`config.mk`:
```
export PLATFORM = sky130hd
export DESIGN_NAME = ring_osc_freq_meter
export DESIGN_NICKNAME = d
export VERILOG_FILES = /design/src/rtl/ring_osc_freq_meter.sv
export SDC_FILE = /design/constraint.sdc
export NUM_CORES = 1
export LEC_CHECK = 0
export BUFFER_PORTS_ARGS = -buffer_cell sky130_fd_sc_hd__buf_2
export CORE_MARGIN = 10
export CORE_UTILIZATION = 40
export DETAILED_ROUTE_END_ITERATION = 7
export SYNTH_ARGS = -nofsm -noshare
export SYNTH_HDL_FRONTEND = slang
export SYNTH_SLANG_ARGS = --single-unit
```
`constraint.sdc`:
```
create_clock -name clk -period 4.1 [get_ports clk]
set_input_delay 0.205 -clock clk [delete_from_list [all_inputs] [get_ports clk]]
set_output_delay 0.205 -clock clk [all_outputs]
set_load 0.005 [all_outputs]
```
`src/rtl/ring_osc_freq_meter.sv`:
```
// Ring-oscillator frequency meter: counts synchronized rising edges of osc_in over GATE_CYCLES clk cycles.
// Optional macro RO_FREQ_METER_CONT_EN: re-arm after every window (continuous mode).
module ring_osc_freq_meter #(
  parameter int GATE_CYCLES = 1000,
  parameter int CNT_W       = 16
) (
  input  logic             clk,
  input  logic             rst,
  input  logic             osc_in,
  input  logic             start,
  output logic             busy,
  output logic [CNT_W-1:0] count,
  output logic             count_valid,
  output logic             overflow
);
  localparam int TW = $clog2(GATE_CYCLES);
  localparam logic [TW-1:0]    TLOAD = TW'(GATE_CYCLES - 1);
  localparam logic [CNT_W-1:0] CMAX  = '1;

  typedef enum logic [1:0] {IDLE, ARM, GATE, DONE} state_t;

  state_t           state, state_nx;
  logic [2:0]       sync_pipe;
  logic             rise;
  logic [TW-1:0]    timer;
  logic [CNT_W-1:0] cnt, cnt_nx;
  logic             ovf, ovf_nx;

  // sync_pipe[0]=s1, [1]=s2, [2]=s3 (previous s2)
  always_ff @(posedge clk) begin
    if (rst) sync_pipe <= '0;
    else     sync_pipe <= {sync_pipe[1:0], osc_in};
  end

  assign rise = sync_pipe[1] & ~sync_pipe[2];

  // Accumulator value including this cycle's edge, so the last gate cycle still counts.
  always_comb begin
    cnt_nx = cnt;
    ovf_nx = ovf;
    if (rise) begin
      if (cnt == CMAX) ovf_nx = 1'b1;
      else             cnt_nx = cnt + 1'b1;
    end
  end

  always_comb begin
    state_nx = state;
    case (state)
      IDLE: if (start) state_nx = ARM;
      ARM:  state_nx = GATE;
      GATE: if (timer == '0) state_nx = DONE;
`ifdef RO_FREQ_METER_CONT_EN
      DONE: state_nx = ARM;
`else
      DONE: state_nx = IDLE;
`endif
      default: state_nx = IDLE;
    endcase
  end

  // count/overflow/count_valid load on entry to DONE so they are valid during DONE.
  always_ff @(posedge clk) begin
    if (rst) begin
      state       <= IDLE;
      timer       <= '0;
      cnt         <= '0;
      ovf         <= 1'b0;
      count       <= '0;
      overflow    <= 1'b0;
      count_valid <= 1'b0;
    end else begin
      state       <= state_nx;
      count_valid <= 1'b0;
      case (state)
        ARM: begin
          cnt   <= '0;
          ovf   <= 1'b0;
          timer <= TLOAD;
        end
        GATE: begin
          cnt <= cnt_nx;
          ovf <= ovf_nx;
          if (timer == '0) begin
            count       <= cnt_nx;
            overflow    <= ovf_nx;
            count_valid <= 1'b1;
          end else begin
            timer <= timer - TW'(1);
          end
        end
        default: ;
      endcase
    end
  end

  assign busy = (state != IDLE);

endmodule

```
==> results.sh <==
export IMPL_ys_seq_elements=50
export IMPL_slew_viol_final=0
export IMPL_status="finished, final reports clean"
export IMPL_clk_path_buf_depth=2
export IMPL_layout_nets=335
export IMPL_num_vias=2440
export IMPL_synth_cells=319
export IMPL_grt_pass1_wl_mm=11.45
export IMPL_insertion_delay_ps=310
export IMPL_n_antenna_cell=0
export IMPL_setup_viol=0
export IMPL_skew_ps=11.54
export IMPL_fin_tns_setup_ps=0
export IMPL_wire_per_inst_um=16.88
export IMPL_viasPerCell=5.995
export IMPL_period_minus_slack_ps=2521
export IMPL_rsz0062_at_grt="no"
export IMPL_synth_edf_count=0
export IMPL_overflow=0
export IMPL_powerDensity_mw_per_mm2=502.1
export IMPL_drtIter0Drc=100
export IMPL_start_kind="register"
export IMPL_crit_fanout=19
export IMPL_dr_pass1_iters=4
export IMPL_antenna_found_initial=0
export IMPL_cts_buffers=5
export IMPL_yosys_warnings=0
export IMPL_tightest_slew_ps=926.9
export IMPL_fmax_mhz=396.7
export IMPL_wl_mm=6.869
export IMPL_portBuffers=22
export IMPL_place_gp_congestion=0.8173
export IMPL_place_area_mm2=0.002845
export IMPL_place_inst=399
export IMPL_die_w_um=102.6
export IMPL_grt_usage_pct=13.51
export IMPL_drv_cap=0
export IMPL_cts_max_level=2
export IMPL_peakVddDrop_mv=0.2046
export IMPL_synthArstFlopShare_pct=0
export IMPL_final_cell_count_no_fill=407
export IMPL_synth_yosys_seq_area_share_pct=36.68
export IMPL_avgSynthCellArea_um2=8.554
export IMPL_antenna_left=0
export IMPL_fin_crit_sh_pct=61.48
export IMPL_drive_above_1_share_pct=14.07
export IMPL_syn_to_final_growth_pct=8.299
export IMPL_cp_data_arrival_time_ps=2710
export IMPL_p_leak_nw=1.005
export IMPL_route_detailed_drc=0
export IMPL_die_y_um=102.6
export IMPL_slew_headroom_pct=38.21
export IMPL_cts_root_buf="clkbuf_8"
export IMPL_worst_setup_path_type="register to register"
export IMPL_fin_area_mm2=0.002955
export IMPL_hold_viol=0
export IMPL_pin_count=23
export IMPL_core_mm2=0.006719
export IMPL_hold_buffers=0
export IMPL_ys_flop_type="dfxtp_1"
export IMPL_min_path_type="input pin to register"
export IMPL_start_util_pct=40.61
export IMPL_cts_tree="yes"
export IMPL_grt_max_degree=51
export IMPL_rows=30
export IMPL_postCtsSetupBuffers=0
export IMPL_postLayoutCoreUtil_pct=43.99
export IMPL_critPathCaptureType="register"
export IMPL_dp_hpwl_mm=4.712
export IMPL_clk_pin_slew_ps=90
export IMPL_die_area_mm2=0.01053
export IMPL_first_global_vias=2292
export IMPL_ys_types=52
export IMPL_clkSinkCount=50
export IMPL_worstPathRequired_ps=4290
export IMPL_syn_cell_area_mm2=0.002729
export IMPL_ctsResizeCount=0
export IMPL_synth_fp_nets=328
==> final cells by class <==
cell class | instances | area [um^2]
Tap cell | 80 | 100.1
Clock inverter | 2 | 37.54
Multi-Input combinational cell | 234 | 1578
Timing Repair Buffer | 24 | 125.1
Fill cell | 663 | 3764
Sequential cell | 50 | 1001
Inverter | 11 | 41.29
Clock buffer | 6 | 72.57
==> cell families (layout without fill, tap and decap cells) <==
| kind of cell | Yosys count | in the layout | share of synthesized area (%) |
|---|---|---|---|
| fa+ha+maj | 5 | 5 | 2.293 |
| buf+inv | 35 | 43 | 5.502 |
| simple gates | 128 | 128 | 29.57 |
| flops | 50 | 50 | 36.68 |
| xor+xnor | 1 | 1 | 0.3210 |
| compound gates | 97 | 97 | 24.53 |
| mux | 3 | 3 | 1.100 |
==> sequential cells by signal (all words and copies together) (netlist names) <==
signal       cells
state            2
overflow         1
count_valid      1
ovf              1
cnt             16
count           16
sync_pipe        3
timer           10
==> metrics by stage <==
stage                     hold slack (ps)  setup WS, ps  power (W)
after floorplan                     333.2          2010   0.001002
after global placement              415.3          1741   0.001129
after detailed placement            422.1          1599   0.001143
after CTS                           103.7          1561   0.001495
after global routing                129.9          1227   0.001581
final                               105.6          1579   0.001484
==> synth_stat cells, types with 5 or more instances <==
master | n | area, um^2
dfxtp_1 | 50 | 1001
nor2_1 | 22 | 82.58
a31oi_1 | 18 | 112.6
nand2_1 | 17 | 63.81
a21oi_1 | 16 | 80.08
clkbuf_1 | 14 | 52.55
nor3_1 | 13 | 65.06
a211oi_1 | 12 | 90.09
inv_1 | 11 | 41.29
nand3_1 | 11 | 55.05
o21ai_0 | 9 | 45.04
or4_1 | 9 | 67.56
o31ai_1 | 8 | 60.06
or3_1 | 8 | 50.05
nor4_1 | 7 | 43.79
a311oi_1 | 6 | 52.55
nand4_1 | 6 | 37.54
o21bai_1 | 6 | 45.04
buf_2 | 5 | 25.02
ha_1 | 5 | 62.56
nor2b_1 | 5 | 31.28
o41ai_1 | 5 | 43.79
==> worst paths after layout <==
path / startpoint / endpoint / slack [ps] / cells past startpoint
worst max register to register: cnt[0] / cnt[11] / 1580 / 5
worst min-delay path: osc_in / sync_pipe[0] / 110 / 2
worst min register to register: sync_pipe[0] / sync_pipe[1] / 450 / 1
worst max-delay path: cnt[0] / cnt[11] / 1580 / 5
==> critical path, cell delays in order, from the launching register on <==
cell       delay, ps
dfxtp_1          470
ha_1             270
nand3_2          270
nor4_4           820
nor2_1           150
a2111oi_0        420
==> report_power, final <==
part | total [W] | switching [W] | internal, W
registers | 0.000611 | 0.0000642 | 0.000546
clock network | 0.000351 | 0.000168 | 0.000182
logic | 0.000523 | 0.000331 | 0.000192
==> cell usage in the layout (no fill, tap or decap), types with 4 or more instances in the layout <==
cell / count
dfxtp_1: 50
nor2_1: 22
buf_2: 22
a31oi_1: 18
nand2_1: 17
a21oi_1: 16
nor3_1: 13
a211oi_1: 12
inv_1: 11
nand3_1: 11
or4_1: 9
o21ai_0: 9
o31ai_1: 8
or3_1: 8
nor4_1: 7
nand4_1: 6
o21bai_1: 6
a311oi_1: 6
nor2b_1: 5
o41ai_1: 5
ha_1: 5
clkbuf_8: 5
nand2b_1: 4
nand3b_1: 4
==> metal layers <==
layer  up-vias  share of wire [%]  track usage (%)  wire length [um]
li1       1252                  -                -                 -
met1      1138                 48            17.18              3286
met2        44                 47            22.23              3208
met3         6                4.4            3.083               300
met4         0                1.1            3.905                73
met5         -                  0                0                 0
Note: power is estimated with default switching activity, not from simulation.
